`config.mk`:
```
export PLATFORM = sky130hd
export DESIGN_NAME = pc_branch_unit
export DESIGN_NICKNAME = d
export VERILOG_FILES = /design/src/rtl/pc_branch_unit_pkg.sv /design/src/rtl/pc_branch_unit_bht_2bit.sv /design/src/rtl/pc_branch_unit.sv
export SDC_FILE = /design/constraint.sdc
export NUM_CORES = 1
export LEC_CHECK = 0
export BUFFER_PORTS_ARGS = -buffer_cell sky130_fd_sc_hd__buf_4
export CAP_MARGIN = 30
export CORE_ASPECT_RATIO = 1.1
export CORE_MARGIN = 1
export CORE_UTILIZATION = 54
export CTS_CLUSTER_SIZE = 30
export DETAILED_ROUTE_END_ITERATION = 6
export PLACE_DENSITY_LB_ADDON = 0.05
export SLEW_MARGIN = 20
export SYNTH_ARGS = -nofsm -noshare
export SYNTH_HDL_FRONTEND = slang
export SYNTH_SLANG_ARGS = --single-unit
export TNS_END_PERCENT = 100
```
`constraint.sdc`:
```
create_clock -name clk -period 4.4 [get_ports clk]
set_input_delay 0.66 -clock clk [delete_from_list [all_inputs] [get_ports clk]]
set_output_delay 0.66 -clock clk [all_outputs]
set_load 0.005 [all_outputs]
```
`src/rtl/pc_branch_unit_pkg.sv`:
```
// Shared encodings for the fetch-PC / branch-resolution slice:
// branch types, 2-bit predictor states and BHT index sizing.
package pc_pkg;

    typedef enum logic [2:0] {
        BR_NONE = 3'd0,
        BR_BEQ  = 3'd1,
        BR_BNE  = 3'd2,
        BR_BLEZ = 3'd3,
        BR_BGTZ = 3'd4,
        BR_BLTZ = 3'd5,
        BR_BGEZ = 3'd6,
        BR_RSVD = 3'd7
    } br_type_e;

    localparam logic [1:0] CTR_SNT = 2'b00;
    localparam logic [1:0] CTR_WNT = 2'b01;
    localparam logic [1:0] CTR_WT  = 2'b10;
    localparam logic [1:0] CTR_ST  = 2'b11;

    function automatic int unsigned bht_idx_w(input int unsigned depth);
        return $clog2(depth);
    endfunction

endpackage

```
`src/rtl/pc_branch_unit_bht_2bit.sv`:
```
// Branch history table of 2-bit saturating counters: one combinational
// read port, one synchronous write (train) port, no read-during-write bypass.
module bht_2bit
    import pc_pkg::*;
#(
    parameter int unsigned BHT_DEPTH = 16,
    parameter int unsigned IDX_W     = bht_idx_w(BHT_DEPTH)
) (
    input  logic             clk,
    input  logic             rst,
    input  logic [IDX_W-1:0] i_rd_idx,
    output logic [1:0]       o_rd_ctr,
    input  logic             i_wr_en,
    input  logic [IDX_W-1:0] i_wr_idx,
    input  logic             i_wr_taken
);

    logic [1:0] r_ctr [BHT_DEPTH];
    logic [1:0] w_cur;
    logic [1:0] w_nxt;

    assign o_rd_ctr = r_ctr[i_rd_idx];
    assign w_cur    = r_ctr[i_wr_idx];

    always_comb begin
        w_nxt = w_cur;
        if (i_wr_taken) begin
            if (w_cur != CTR_ST) w_nxt = w_cur + 2'd1;
        end else begin
            if (w_cur != CTR_SNT) w_nxt = w_cur - 2'd1;
        end
    end

    always_ff @(posedge clk) begin
        if (rst) begin
            for (int unsigned i = 0; i < BHT_DEPTH; i++) r_ctr[i] <= CTR_WNT;
        end else if (i_wr_en) begin
            r_ctr[i_wr_idx] <= w_nxt;
        end
    end

endmodule

```
`src/rtl/pc_branch_unit.sv`:
```
// Fetch PC register with prioritised redirect (exception, JR, execute
// mispredict, decode-predicted branch/jump), BHT training and mispredict count.
module pc_branch_unit
    import pc_pkg::*;
#(
    parameter int unsigned     XLEN       = 32,
    parameter int unsigned     BHT_DEPTH  = 16,
    parameter logic [XLEN-1:0] RESET_PC   = 32'h0000_0000,
    parameter logic [XLEN-1:0] EXC_VECTOR = 32'h0000_0180
) (
    input  logic            clk,
    input  logic            rst,
    input  logic            Stall,
    input  logic            Exception,
    input  logic            Dec_valid,
    input  logic [XLEN-1:0] Dec_pc,
    input  logic            Dec_branch,
    input  logic            Dec_jump,
    input  logic [XLEN-1:0] Dec_target,
    input  logic            Ex_valid,
    input  logic [2:0]      Ex_type,
    input  logic [XLEN-1:0] Ex_a,
    input  logic [XLEN-1:0] Ex_b,
    input  logic [XLEN-1:0] Ex_pc,
    input  logic [XLEN-1:0] Ex_target,
    input  logic            Ex_pred_taken,
    input  logic            Ex_jr,
    output logic [XLEN-1:0] PC,
    output logic            Pred_taken,
    output logic            Flush_IF,
    output logic            Flush_ID,
    output logic [15:0]     Mispredict_cnt
);

    localparam int unsigned IDX_W = bht_idx_w(BHT_DEPTH);

    logic [XLEN-1:0]  r_pc;
    logic [15:0]      r_mp_cnt;
    logic [1:0]       w_dec_ctr;
    logic             w_cond;
    logic             w_ex_taken;
    logic             w_ex_branch;
    logic             w_mispredict;
    logic             w_bht_wr;
    logic [XLEN-1:0]  w_next_pc;
    logic             w_flush_if;
    logic             w_flush_id;
    logic [IDX_W-1:0] w_dec_idx;
    logic [IDX_W-1:0] w_ex_idx;

    assign w_dec_idx = Dec_pc[IDX_W+1:2];
    assign w_ex_idx  = Ex_pc[IDX_W+1:2];

    bht_2bit #(
        .BHT_DEPTH (BHT_DEPTH),
        .IDX_W     (IDX_W)
    ) u_bht (
        .clk        (clk),
        .rst        (rst),
        .i_rd_idx   (w_dec_idx),
        .o_rd_ctr   (w_dec_ctr),
        .i_wr_en    (w_bht_wr),
        .i_wr_idx   (w_ex_idx),
        .i_wr_taken (w_ex_taken)
    );

    // Zero comparisons are signed and look only at Ex_a.
    always_comb begin
        w_cond = 1'b0;
        case (br_type_e'(Ex_type))
            BR_BEQ:  w_cond = (Ex_a == Ex_b);
            BR_BNE:  w_cond = (Ex_a != Ex_b);
            BR_BLEZ: w_cond = ($signed(Ex_a) <= 0);
            BR_BGTZ: w_cond = ($signed(Ex_a) > 0);
            BR_BLTZ: w_cond = ($signed(Ex_a) < 0);
            BR_BGEZ: w_cond = ($signed(Ex_a) >= 0);
            default: w_cond = 1'b0;
        endcase
    end

    assign w_ex_branch  = Ex_valid & (Ex_type != BR_NONE);
    assign w_ex_taken   = Ex_valid & w_cond;
    assign w_mispredict = w_ex_branch & (w_ex_taken != Ex_pred_taken);
    assign w_bht_wr     = w_ex_branch & ~Exception;
    assign Pred_taken   = Dec_valid & Dec_branch & w_dec_ctr[1];

    always_comb begin
        w_next_pc  = r_pc + XLEN'(4);
        w_flush_if = 1'b0;
        w_flush_id = 1'b0;
        if (Exception) begin
            w_next_pc  = EXC_VECTOR;
            w_flush_if = 1'b1;
            w_flush_id = 1'b1;
        end else if (Ex_valid & Ex_jr) begin
            w_next_pc  = Ex_a;
            w_flush_if = 1'b1;
            w_flush_id = 1'b1;
        end else if (w_mispredict) begin
            w_next_pc  = w_ex_taken ? Ex_target : Ex_pc + XLEN'(4);
            w_flush_if = 1'b1;
            w_flush_id = 1'b1;
        end else if (~Stall & Dec_valid & (Dec_jump | Pred_taken)) begin
            w_next_pc  = Dec_target;
            w_flush_if = 1'b1;
        end else if (Stall) begin
            w_next_pc  = r_pc;
        end
    end

    assign Flush_IF = w_flush_if & ~rst;
    assign Flush_ID = w_flush_id & ~rst;

    always_ff @(posedge clk) begin
        if (rst) begin
            r_pc     <= RESET_PC;
            r_mp_cnt <= '0;
        end else begin
            r_pc <= w_next_pc;
            if (w_mispredict & ~Exception & (r_mp_cnt != '1))
                r_mp_cnt <= r_mp_cnt + 16'd1;
        end
    end

    assign PC             = r_pc;
    assign Mispredict_cnt = r_mp_cnt;

endmodule

```
== After elaboration in Yosys (flattened, before gate mapping) ==
Memory sizes are Yosys's and may differ from the RTL's.
Cells that the tools add are included.
Word-level totals
  memories kept: 1
  bits in writable memories: 32
  bits of input ports: 205
  output and inout port bits: 51
  bits in registers: 48
  logic and storage cells: 72
Memories
  u_bht.r_ctr: words 16, width 2, read ports 2, clocked after Yosys merged registers in 0, write ports 16, RTL line pc_branch_unit_bht_2bit.sv:18  | logic [1:0] r_ctr [BHT_DEPTH];
Operators by class
  eq/ne operators: 13
  magnitude comparators: 4
  bitwise operators: 17
  add/subtract/negate cells: 5
  multiplexer cells: 25
  reductions and logical operators: 4
Operators by type and width (count)
  two-way mux 32 bit: 5
  adder 32 x 3 -> 32 bit (second input constant): 2
  equality test 32 bit: 1
  >= comparator 32 x 1 -> 1 bit (second input constant): 1
  greater-than comparator 32 x 1 -> 1 bit (second input constant): 1
  less-or-equal comparator 32 x 1 -> 1 bit (second input constant): 1
  < comparator 32 x 1 -> 1 bit (second input constant): 1
  != test 32 bit: 1
  adder 16 x 1 -> 16 bit (second input constant): 1
  != test 16 bit (second input constant): 1
  AND 1 bit: 13
  two-way mux 1 bit: 13
  equality test 3 bit (second input constant): 3
  two-way mux 9 bit: 1
  two-way mux 2 bit: 4
  equality test 3 x 2 -> 1 bit (second input constant): 2
  one-hot mux 1 bit (6 select lines): 1
  != test 5 x 1 -> 1 bit (second input constant): 1
  two-way mux 4 bit: 1
  != test 4 x 1 -> 1 bit (second input constant): 1
  OR reduction 2 bit: 2
  equality test 3 x 1 -> 1 bit (second input constant): 1
  NOT 1 bit: 3
  nonzero test 3 bit: 1
  6 further kinds: 6

== Logic depth before layout (Yosys ltp) ==
  word-level depth: 9
  mapped depth: 11
  gate-level depth less buffers: 9

== Modules after synthesis ==
A second synthesis with hierarchy kept.
Second synthesis, totals
  cell total of the unflattened synthesis: 808
  area total of the unflattened synthesis: 6737.7 µm²
By module, submodules not included
  pc_branch_unit: seq. area each 960.9 µm², times used 1, cells an instance 656, area each 4768.3 µm²
  bht_2bit: seq. area each 960.9 µm², times used 1, cells an instance 152, area each 1969.4 µm²

== Worst setup path after synthesis ==
No wires, ideal clock.
  kind: input port to output port
  from: input Ex_a[17]
  to: output Flush_IF
  cell stages on the path: 9
  arrival: 2558 ps
  path buffers: 1
  required time: 3740 ps
  setup slack: 1182 ps
  cells stage by stage: xnor2_1 nand4_1 nor4_2 a21oi_2 o31a_1 o21ai_1 buf_2 nor2_1 a31oi_1
On the way
  longest elaborated chain between the ends: 9
  elaborated cells on any way between the ends: 14
  classes of those cells: order compare: 4; eq/ne: 3; mux: 4; bitwise: 3
Ends and longest elaborated chain
  start, declared: RTL line pc_branch_unit.sv:22  | input logic [XLEN-1:0] Ex_a,
  >= comparator 32 x 1 -> 1 bit (tied with other cells): RTL line pc_branch_unit.sv:76  | BR_BGEZ: w_cond = ($signed(Ex_a) >= 0);
  one-hot mux 1 bit (6 select lines) *: RTL line pc_branch_unit.sv:70  | case (br_type_e'(Ex_type))
  AND 1 bit *: RTL line pc_branch_unit.sv:82  | assign w_ex_taken = Ex_valid & w_cond;
  != test 1 bit *: RTL line pc_branch_unit.sv:83  | assign w_mispredict = w_ex_branch & (w_ex_taken != Ex_pred_taken);
  AND 1 bit *: RTL line pc_branch_unit.sv:83
  two-way mux 1 bit *: RTL line pc_branch_unit.sv:99  | end else if (w_mispredict) begin
  two-way mux 1 bit *: RTL line pc_branch_unit.sv:95  | end else if (Ex_valid & Ex_jr) begin
  two-way mux 1 bit *: RTL line pc_branch_unit.sv:91  | if (Exception) begin
  AND 1 bit *: RTL line pc_branch_unit.sv:111  | assign Flush_IF = w_flush_if & ~rst;
  end, declared: RTL line pc_branch_unit.sv:30  | output logic Flush_IF,
Mark *: on every way between the ends. The rest lies on a longest branch, timed or not.

== Worst setup path after layout ==
  from: input Ex_a[11]
  to: output Flush_IF
The elaborated chain is that of the path after synthesis.

==> flow_summary.ini <==
[logic_synthesis]
syn_area_per_cell_um2 = 8.342
ys.flop_type = dfxtp_1
synth_area_um2 = 6699
synth.most_common_cell = nor2_1
synth_area_leader_cell = dfxtp_1
synthDistinctLibCells = 65
yosys_warnings = 0
synth-async-reset-ratio = 0
synth_edf_count = 32
yosys-top-cells-count = nor2_1 (68), xnor2_1 (66), nand2_1 (63), nand3_1 (63), dfxtp_1 (48)
ys_top_cells_by_area = dfxtp_1 (14%), edfxtp_1 (14%), xnor2_1 (8.6%)
synth_top_area_frac = 0.1434
synthesis.instances = 803
syn_nets = 1014
yosysSeqAreaShare = 0.2869
synth_seq_cells = 80

[placed_design]
io_buffers = 227
placedCellCount = 1139
gp_congestion = 0.8999
dp_hpwl_mm = 17.94

[setup_path]
critical_path_class = in2out
critPathMaxStageDelay_ns = 0.56
crit_required_ns = 3.74
path_cells = buf_4 -> xnor2_1 -> nand4_1 -> nor4_2 -> a21oi_2 -> o31ai_2 -> o21ai_1 -> nor2_1 -> a31oi_1 -> buf_4
critPathSlowestCell = nor4_2
cp.arrival_ns = 3.13
cp-start-kind = input pin
crit_top_cell = buf_4
crit_path_max_fanout = 5
r2r_cells = 9
end_kind = primary output
reg2reg_slack_ns = 1.56

[clocking]
path_clk_slew_ns = 0.07
cts_root_buf = clkbuf_16
ctsHoldBuffers = 0
htree_levels = 3
cts_setup_buffers = 0
insertion_delay_ns = 0.35
cts-resized-gates = 0
numCtsBuffers = 9
clockBufferDepth = 2
cts_tree = built
clock-sinks = 80

[power]
power.density_nw_per_um2 = 244.8
power_frac_comb = 0.270
p_seq_frac = 0.384
p_sw_frac = 0.3157
ir_drop_mv = 0.2113
p_leak_nw = 3.416
p_switching_mw = 0.6820
internal-power_mw = 1.478
power_frac_clock = 0.345

[detailed_routing]
route.detailed.wl_per_inst_um = 20.14
via_per_inst = 6.377
drtAntennaViolNets = 0
drc = 0
drt_iter0_drc = 567
finalWirelength_mm = 23.32
vias = 7384
first_pass_iters = 5

[grt]
grt_pass1_vias = 6727
antenna_found_initial = 0
grt_max_degree = 57
grt_overflow_total = 0
grt_pass1_wl_mm = 34.87
track_usage = 0.3571

[timing]
period_share = 0.8624
fin_crit_ns = 3.795
skew_ns = 0.007217
tns_ns = 0
hold_viol_final = 0
setup_viol = 0
max_freq_mhz = 263.5
slew_viol_final = 0
slew_headroom = 0.5126
rsz0062_at_grt = no
worst_slew_pin_slew_ns = 0.7283

[die]
die_h_um = 118.8
initial_core_util = 0.5542
rows = 42
core_area_um2 = 12090
die-area_um2 = 12860
die_w_um = 108.2
io_pins = 256

[finish]
syn2layout_area_growth_pct = 31.73
fill_cells = 1017
fin_nets = 1210
drive_above_1_share = 0.2978
diodes = 0
final_cells = 1158

[min_path]
min_path_type = reg2reg
worstHoldPathCells = 2

[run_status]
status = completed

[run]
drv_cap = 0
==> final timing paths <==
check                                         from            endpoint
worst max-delay path                      Ex_a[11]            Flush_IF
worst min register to register  Mispredict_cnt[13]  Mispredict_cnt[13]
worst min-delay path            Mispredict_cnt[13]  Mispredict_cnt[13]
worst max register to register   u_bht.r_ctr[3][1]               PC[7]
==> layout by cell type, fill, tap and decap left out, drive strengths merged, types with 9 or more instances in the layout <==
cell and instances:
a21oi 34, edfxtp 32, or4 10, xor2 20, or3 11, inv 21, and3 13, a32o 11
o211ai 12, o21ai 27, a211oi 9, nor4 15, nand4 26, buf 242, xnor2 66, nand3 63
mux4 13, nor3 16, nor2 69, o31ai 19, nor2b 11, a31oi 13, dfxtp 48, nand2b 23
mux2i 16, clkbuf 9, nand2 63, and4 11
==> registers in the layout (all words and copies together), names as in the netlist, named ones only <==
register        count
Mispredict_cnt     16
PC                 30
u_bht.r_ctr        32
==> power by group through the flow <==
stage	Sequential, mW	Combinational [mW]	Clock [mW]
after global placement	0.845	0.563	0
after detailed placement	0.845	0.568	0
after CTS	0.829	0.571	0.752
after global routing	0.833	0.623	0.779
after floorplan	0.837	0.294	0
final	0.830	0.584	0.746
==> logic make-up (layout without fill, tap and decap cells) <==
| group | Yosys count | after routing | share of synthesized area |
|---|---|---|---|
| adders and majority gates | 8 | 8 | 0.01419 |
| and+or+nand+nor | 337 | 337 | 0.2611 |
| muxes | 37 | 37 | 0.08106 |
| DFF | 80 | 80 | 0.2869 |
| buffers and inverters | 74 | 275 | 0.04538 |
| AOI/OAI and AO/OA | 181 | 181 | 0.1989 |
| xor gates and xnor gates | 86 | 86 | 0.1124 |
==> final cells by class <==
cell class                      count  area [um2]  share of cell area
Timing Repair Buffer              242        1867              0.2115
Sequential cell                    80        1922              0.2178
Clock inverter                      7       71.32            0.008082
Tap cell                          154       192.7             0.02183
Multi-Input combinational cell    649        4483              0.5080
Clock buffer                        9       225.2             0.02552
Inverter                           17       63.81            0.007231
==> critical path: cells and delay by family <==
kind | cells | cell delay [ns]
AND/OR/NAND/NOR | 3 | 1.01
AO/OA/AOI/OAI | 4 | 0.90
buffers and inverters | 2 | 0.28
XOR/XNOR | 1 | 0.28
==> stage by stage <==
step	hold slack [ns]	total power, mW	worst slack, ns	utilization	area [um2]
after floorplan	0.4762	1.131	1.182	-	6699
after global placement	0.4814	1.407	0.6681	0.7017	8481
after detailed placement	0.4865	1.413	0.6600	0.7017	8481
after CTS	0.5011	2.152	0.6461	0.7262	8777
after global routing	0.5345	2.235	0.4286	0.7301	8825
final	0.5002	2.160	0.6055	0.7301	8825
==> per-layer routing <==
layer | track usage | wire length [um] | vias to the layer above | share of wire
li1 | - | - | 3430 | -
met1 | 0.4375 | 8455 | 3428 | 0.36
met2 | 0.6007 | 11400 | 458 | 0.49
met3 | 0.08101 | 2681 | 68 | 0.11
met4 | 0.1413 | 781 | 0 | 0.033
met5 | 0 | 0 | - | 0
(Power assumes the default switching activity.)
